`config.mk`:
```
export PLATFORM = sky130hd
export DESIGN_NAME = ibex_mem_arbiter
export DESIGN_NICKNAME = d
export VERILOG_FILES = /design/src/rtl/ibex_mem_arbiter.sv
export SDC_FILE = /design/constraint.sdc
export NUM_CORES = 1
export LEC_CHECK = 0
export BUFFER_PORTS_ARGS = -buffer_cell sky130_fd_sc_hd__buf_2
export CORE_AREA = 5 5 104 106
export CTS_CLUSTER_DIAMETER = 120
export DETAILED_ROUTE_END_ITERATION = 6
export DIE_AREA = 0 0 109 111
export GPL_TIMING_DRIVEN = 0
export SLEW_MARGIN = 20
export SYNTH_ARGS = -nofsm -noshare
export SYNTH_HDL_FRONTEND = slang
export SYNTH_SLANG_ARGS = --single-unit
```
`constraint.sdc`:
```
create_clock -name clk_i -period 2.5 [get_ports clk_i]
set_clock_uncertainty 0.2 [all_clocks]
set_input_delay 0.25 -clock clk_i [delete_from_list [all_inputs] [get_ports clk_i]]
set_output_delay 0.25 -clock clk_i [all_outputs]
set_load 0.02 [all_outputs]
```
`src/rtl/ibex_mem_arbiter.sv`:
```
// Two-master (instr/data) arbiter onto one shared memory port.
// Round-robin with request lock, in-order response routing via a source FIFO.
module ibex_mem_arbiter #(
   parameter int unsigned MaxOutstanding = 2
) (
   input  logic        clk_i,
   input  logic        rst_ni,
   input  logic        instr_req_i,
   output logic        instr_gnt_o,
   output logic        instr_rvalid_o,
   input  logic [31:0] instr_addr_i,
   input  logic        data_req_i,
   output logic        data_gnt_o,
   output logic        data_rvalid_o,
   input  logic        data_we_i,
   input  logic [3:0]  data_be_i,
   input  logic [31:0] data_addr_i,
   input  logic [31:0] data_wdata_i,
   input  logic [6:0]  data_wdata_intg_i,
   output logic [31:0] rsp_rdata_o,
   output logic [6:0]  rsp_rdata_intg_o,
   output logic        rsp_err_o,
   output logic        mem_req_o,
   input  logic        mem_gnt_i,
   input  logic        mem_rvalid_i,
   output logic        mem_we_o,
   output logic [3:0]  mem_be_o,
   output logic [31:0] mem_addr_o,
   output logic [31:0] mem_wdata_o,
   output logic [6:0]  mem_wdata_intg_o,
   input  logic [31:0] mem_rdata_i,
   input  logic [6:0]  mem_rdata_intg_i,
   input  logic        mem_err_i,
   output logic        alert_o
);

   localparam int unsigned CntW = $clog2(MaxOutstanding + 1);
   localparam int unsigned PtrW = (MaxOutstanding > 1) ? $clog2(MaxOutstanding) : 1;
   localparam logic [PtrW-1:0] PtrMax = PtrW'(MaxOutstanding - 1);
   localparam logic [CntW-1:0] CntMax = CntW'(MaxOutstanding);

   // Source IDs: 0 = instr, 1 = data
   logic [MaxOutstanding-1:0] fifo_q, fifo_d;
   logic [PtrW-1:0]           wptr_q, wptr_d;
   logic [PtrW-1:0]           rptr_q, rptr_d;
   logic [CntW-1:0]           cnt_q, cnt_d;
   logic                      lock_q, lock_d;
   logic                      lock_sel_q, lock_sel_d;
   logic                      last_q, last_d;
   logic                      alert_q, alert_d;

   logic sel;
   logic full;
   logic empty;
   logic push;
   logic pop;
   logic head;

   function automatic logic [PtrW-1:0] ptr_inc(input logic [PtrW-1:0] p);
      return (p == PtrMax) ? '0 : p + 1'b1;
   endfunction

   // Select a side, gate the memory request on FIFO space, mux the request fields
   always_comb begin
      full  = (cnt_q == CntMax);
      empty = (cnt_q == '0);
      if (lock_q) begin
         sel = lock_sel_q;
      end else if (instr_req_i && data_req_i) begin
         sel = ~last_q;
      end else begin
         sel = data_req_i;
      end
      mem_req_o   = (instr_req_i | data_req_i) & ~full;
      push        = mem_req_o & mem_gnt_i;
      instr_gnt_o = push & ~sel;
      data_gnt_o  = push & sel;
      mem_wdata_o      = data_wdata_i;
      mem_wdata_intg_o = data_wdata_intg_i;
      if (sel) begin
         mem_addr_o = data_addr_i;
         mem_we_o   = data_we_i;
         mem_be_o   = data_be_i;
      end else begin
         mem_addr_o = instr_addr_i;
         mem_we_o   = 1'b0;
         mem_be_o   = 4'b1111;
      end
   end

   // Route responses to the side at the FIFO head, zero latency
   always_comb begin
      pop              = mem_rvalid_i & ~empty;
      head             = fifo_q[rptr_q];
      instr_rvalid_o   = pop & ~head;
      data_rvalid_o    = pop & head;
      rsp_rdata_o      = mem_rdata_i;
      rsp_rdata_intg_o = mem_rdata_intg_i;
      rsp_err_o        = mem_err_i;
      alert_o          = alert_q;
   end

   // Next-state for FIFO, lock, round-robin pointer and alert
   always_comb begin
      fifo_d     = fifo_q;
      wptr_d     = wptr_q;
      rptr_d     = rptr_q;
      cnt_d      = cnt_q;
      lock_d     = lock_q;
      lock_sel_d = lock_sel_q;
      last_d     = last_q;
      alert_d    = mem_rvalid_i & empty;
      if (push) begin
         fifo_d[wptr_q] = sel;
         wptr_d         = ptr_inc(wptr_q);
         last_d         = sel;
         lock_d         = 1'b0;
      end else if (mem_req_o) begin
         lock_d     = 1'b1;
         lock_sel_d = sel;
      end
      if (pop) begin
         rptr_d = ptr_inc(rptr_q);
      end
      if (push && !pop) begin
         cnt_d = cnt_q + 1'b1;
      end else if (!push && pop) begin
         cnt_d = cnt_q - 1'b1;
      end
   end

   // State registers; last_q=instr after reset so data wins the first tie
   always_ff @(posedge clk_i or negedge rst_ni) begin
      if (!rst_ni) begin
         fifo_q     <= '0;
         wptr_q     <= '0;
         rptr_q     <= '0;
         cnt_q      <= '0;
         lock_q     <= 1'b0;
         lock_sel_q <= 1'b0;
         last_q     <= 1'b0;
         alert_q    <= 1'b0;
      end else begin
         fifo_q     <= fifo_d;
         wptr_q     <= wptr_d;
         rptr_q     <= rptr_d;
         cnt_q      <= cnt_d;
         lock_q     <= lock_d;
         lock_sel_q <= lock_sel_d;
         last_q     <= last_d;
         alert_q    <= alert_d;
      end
   end

endmodule

```
==> results of run 1 <==
metal layers:
metal,wire length [um],vias up,GRT usage [%]
met5,0,-,0
met4,73,0,2.525
met3,905,11,2.038
met2,3130,161,16.50
met1,1756,767,7.660
li1,-,868,-
path summary, 6_finish.rpt:
path	startpoint	endpoint	depth (start not counted)
setup / recovery	lock_q	mem_addr_o[1]	6
hold / removal	mem_rvalid_i	alert_o	2
setup reg to reg	cnt_q[1]	cnt_q[1]	8
hold reg to reg	last_q	last_q	1
max in group asynchronous	rst_ni	last_q	2
min in group asynchronous	rst_ni	rptr_q	2
cell usage in the layout, fill, tap and decap left out, types with 2 or more instances in the layout:
cell      synthesis  layout
nor2b_1           2       2
nand2b_1          4       4
buf_2             0     196
clkbuf_8          0       3
nor3_1            2       2
mux2_2           34      34
dfrtp_1          10      10
xor2_1            2       2
xnor2_1           3       3
nand2_1           2       2
nor2_1            6       6
buf_4            79      81
buf_6             4       4
through the flow:
stage               setup slack [ns]  std cells  hold WS, ns  utilization [%]  power, W
global route                  0.2488        499       0.1058            28.42  0.002174
detailed placement            0.2599        492     -0.07764            27.53  0.001839
finish                        0.3598        499      0.09353            28.42  0.002033
CTS                          0.02885        496      0.08868            28.06  0.002013
global placement              0.2919        492     -0.08049            27.53  0.001821
floorplan                     0.6167        163      -0.2456                -  0.001394
state kept, by name, indices dropped and copies added (netlist names):
name        count
lock_sel_q      1
fifo_q          2
lock_q          1
wptr_q          1
rptr_q          1
cnt_q           2
last_q          1
alert_o         1
critical path: stages, from the launching register on:
cell and delay, ns:
dfrtp_1 0.39, nor2b_1 0.08, a22oi_2 0.17, buf_12 0.16, buf_6 0.14, mux2_2 0.35, buf_2 0.16
final cells by class:
class / instances / area [um2]
Buffer: 83 / 638.1
Clock buffer: 3 / 41.29
Fill cell: 1033 / 6932
Inverter: 2 / 8.758
Multi-Input combinational cell: 68 / 621.8
Sequential cell: 10 / 250.2
Tap cell: 133 / 166.4
Timing Repair Buffer: 200 / 1026
where the power goes:
group	switching, W	total [W]	internal (W)
Combinational	0.000812	0.00156	0.000752
Sequential	0.0000664	0.000307	0.000241
Clock	0.0000567	0.000162	0.000105
kinds of logic (layout without fill, tap and decap cells):
logic type               after synthesis  count (layout)  share of synthesized area [%]
AO/OA/AOI/OAI                          6               6                          3.624
XOR/XNOR                               5               5                          2.884
adder cells (fa/ha/maj)                1               1                         0.8236
buffers and inverters                 85             288                          42.59
flip-flops                            10              10                          16.47
multiplexers                          36              36                          26.61
AND/OR/NAND/NOR                       20              20                          7.002
timing repair:
action | CTS | global route
endpoints found under the hold margin | 10 | 0
buffers inserted | 0 | 3
setup endpoints to repair | 0 | 21
hold buffers | 1 | 0
==> run metrics, run 1 <==
run status=finished clean; DR vias/cell=3.621; drt total wl=5.865 mm; Post-synth top cells=79 x buf_4, 34 x mux2_2, 10 x dfrtp_1, 6 x nor2_1; ys flop type=dfrtp_1; leak pwr=1.581 nW; HP Class=primary input to register; CTS Buf Count=3; worst-skew pair later-pin latency=0.23 ns; Setup violations, final=0; fin crit period=2.140 ns; Layout area overhead=81.22%; mapped cell area=1519 um2; post-route cell area=2753 um2; largest net degree at the start of global routing=11; Pins Over Slew Limit=0; I/O Pins=276; # rows=36; reg-to-reg slack, setup=0.52 ns; port bufs=196; # H-tree levels=1; Fin. Hold Viols=0; grt total ovfl=0; Avg Cell Area, Syn=9.319 um2; Setup crit start kind=register; root buffer cell=clkbuf_8; Total GRT Usage=8.151%; final antenna-violating net count=0; DR DRC count=0; Peak Freq=467.2 MHz; Initial DRC Count=16; YS warnings=0; CTS tree=yes; Max-cap violations=0; Yosys top cell by area=buf_4; Post-synth EDFFs=0; CP required=2.05 ns; first-pass GRT wire length=8.121 mm; largest cells by area after synthesis=buf_4 39%, mux2_2 25%, dfrtp_1 16%, buf_6 3.0%, xnor2_1 1.7%; top cell type's share of synthesized area=39.04%; DIE HEIGHT=111 um; Setup CP Type=register to output pin; # clock sinks=10; most frequent cell after synthesis=buf_4; Worst setup EP type=output pin; detailed-route via count=1807; CTS Buffer Depth=2; Die Wd=109 um; Slew HR=65.64%; ys async rst share=100.0%; initial antenna violation count=0; initial core utilization=15.68%; actual slew at the worst max-slew pin=0.5100 ns; clk slew on worst S/H paths=0.04 ns; gpl congestion=0.7723; Cell variety after synth=26; sequential fraction of the synthesis area=16.47%; Final period util=85.61%; DR pass1 iterations=2; dpl hpwl=5.435 mm; vias in the first global route=1859; Syn Inst Count=163; share of post-route cells with drive strength above 1=88.25%; Gates resized, CTS repair=0; peak supply drop=254.4 uV; Die ar.=12100 um2; Setup TNS=0 ns; DP Area=2666 um2; Power Density=738.7 nW/um2; Net Count, Synth=318; synthesized flop and latch total=10; routed len/inst=11.75 um; nets=523; Core Region=9684 um2; Ant. Diodes=0; arrival time at the worst endpoint=1.69 ns; crit-path max FO=10; setup repair after global routing missed its margin=no
Power figures use the tool's default switching activity.
==> run 2: changes to the inputs <==
--- a/config.mk
+++ b/config.mk
@@ -5,8 +5,9 @@
 export SDC_FILE = /design/constraint.sdc
 export NUM_CORES = 1
 export LEC_CHECK = 0
+export ABC_AREA = 1
 export BUFFER_PORTS_ARGS = -buffer_cell sky130_fd_sc_hd__buf_2
-export CORE_AREA = 5 5 104 106
+export CORE_AREA = 2 2 107 109
 export CTS_CLUSTER_DIAMETER = 120
 export DETAILED_ROUTE_END_ITERATION = 6
 export DIE_AREA = 0 0 109 111
==> run 2 against run 1 <==
  * Synthesized cell count up 54%
  * Worst hold slack better by 0.0058 ns
  * Worst setup slack better by 0.16 ns
  * Cell count up 20%
  * Utilization down 2.8 points
  * Count of clock-buffer cells in the layout up 1
  * Non-clock buffer count unchanged
  * Register-to-register slack better by 0.25 ns
  * Sequential cell count unchanged
  * Global-route usage up 1.6 points
  * First-iteration DRC count rose to 4.1 times the previous value
==> run metrics, run 2 <==
run status=finished clean; first-pass GRT wire length=8.887 mm; fin crit period=1.980 ns; clk slew on worst S/H paths=0.04 ns; Total Power=0.002310 W; sequential fraction of the synthesis area=15.91%; largest net degree at the start of global routing=11; CTS Buffer Depth=2; crit-path max FO=10; Net Count, Synth=406; top cell type's share of synthesized area=38.19%; port bufs=196; commonest non-fill, non-tap cell in the layout=buf_2; detailed-route via count=2064; nets=608; actual slew at the worst max-slew pin=0.2212 ns; drt total wl=6.788 mm; Die ar.=12100 um2; most frequent cell after synthesis=nand2_1; most frequent cells in the layout=199 x buf_2, 115 x nand2_1, 80 x buf_4, 10 x dfrtp_1, 8 x inv_1; cells along the critical path=nand2_1 > nand3_1 > nand2_1 > inv_2 > buf_2 > nand2_1 > nand2_1 > buf_2; Initial DRC Count=66; CTS tree=yes; root buffer cell=clkbuf_16; Final period util=79.18%; Total GRT Usage=9.710%; largest cells by area after synthesis=buf_4 38%, nand2_1 27%, dfrtp_1 16%, buf_6 2.1%, inv_1 1.9%; Setup TNS=0 ns; routed len/inst=11.37 um; Post-CTS Setup Inserts=0; Setup violations, final=0; ys flop type=dfrtp_1; final antenna-violating net count=0; Max-cap violations=0; Layout area overhead=80.35%; CP peak stage delay=0.37 ns; mapped cell area=1573 um2; setup repair after global routing missed its margin=no; Post-synth top cells=115 x nand2_1, 80 x buf_4, 10 x dfrtp_1, 8 x inv_1; # H-tree levels=1; ys async rst share=100.0%; Pins Over Slew Limit=0; vias in the first global route=1749; CTS Buf Count=3; Avg Cell Area, Syn=6.266 um2; Top Registers=cnt_q: 2 flops, fifo_q: 2 flops; gpl congestion=0.7506; I/O Pins=276; Peak Freq=505.2 MHz; initial antenna violation count=3; dpl hpwl=6.060 mm; YS warnings=0; Worst setup EP type=output pin; Post-synth EDFFs=0; arrival time at the worst endpoint=1.53 ns; Gates resized, CTS repair=0; Syn Inst Count=251; # hold bufs at CTS=1; final design utilization=25.61%; grt total ovfl=0; Slew HR=85.25%; critical-path cell with the highest stage delay=dfrtp_1; initial core utilization=14.20%; CP required=2.05 ns; DR pass1 iterations=4; DR vias/cell=3.457; leak pwr=1.829 nW; Cell variety after synth=24; peak supply drop=492.9 uV; Top cell by count, worst path=nand2_1; Core Region=11080 um2; share of post-route cells with drive strength above 1=65.49%; DIE HEIGHT=111 um; synthesized flop and latch total=10; # clock sinks=10; Power Density=814.5 nW/um2; Fin. Hold Viols=0; DR DRC count=0; Die Wd=109 um; Yosys top cell by area=buf_4; worst-skew pair later-pin latency=0.24 ns; # rows=39; HP Class=primary input to register; Setup CP Type=register to output pin; Setup crit start kind=register; Bufs and invs on worst path=3; Top delay family on crit path=buffers and inverters
run 2: through the flow:
stage	instances	cell area (um2)	hold slack [ns]	setup slack (ns)
2_1_floorplan	251	1573	-0.2456	0.8578
3_3_place_gp	590	2733	-0.07409	0.7314
3_5_place_dp	590	2733	-0.07946	0.7194
4_1_cts	595	2831	0.09539	0.4494
5_1_grt	596	2834	0.09849	0.3639
6_report	597	2836	0.09938	0.5204
run 2: where the power goes:
group	internal [W]	switching [W]
Clock	0.000241	0.0000769
Combinational	0.000617	0.00108
Sequential	0.000237	0.0000635
Total	0.00109	0.00122
run 2: cell type report:
type                       instances  area (um2)
timing repair buffer             197       991.0
buffer                            86       649.4
multi-input combinational        142       624.3
clock buffer                       4       88.84
fill                            1279        8240
antenna                            2       5.005
sequential                        10       250.2
inverter                          13       48.80
tap                              143       178.9
run 2: layer usage:
metal / up-vias / share of wire (%) / GRT usage [%]
li1: 1077 / - / -
met1: 852 / 38 / 11.04
met2: 129 / 49 / 17.97
met3: 4 / 12 / 2.704
met4: 2 / 0.37 / 1.538
met5: - / 0.19 / 0
run 2: cell families after synthesis:
logic type      share of synthesized area, %
buf+inv                                44.39
simple gates                           35.72
xor+xnor                               1.671
fa+ha+maj                             0.7954
flops                                  15.91
compound gates                         1.511
run 2: path summary, 6_finish.rpt:
kind	cells after the start	slack, ns	to	start
worst max-delay path	8	0.52	mem_addr_o[3]	last_q
worst min-delay path	2	0.1	alert_o	mem_rvalid_i
worst max register to register	7	0.77	cnt_q[1]	cnt_q[0]
worst min register to register	2	0.28	lock_sel_q	lock_sel_q
max in group asynchronous	2	1.72	cnt_q[1]	rst_ni
min in group asynchronous	2	0.19	last_q	rst_ni
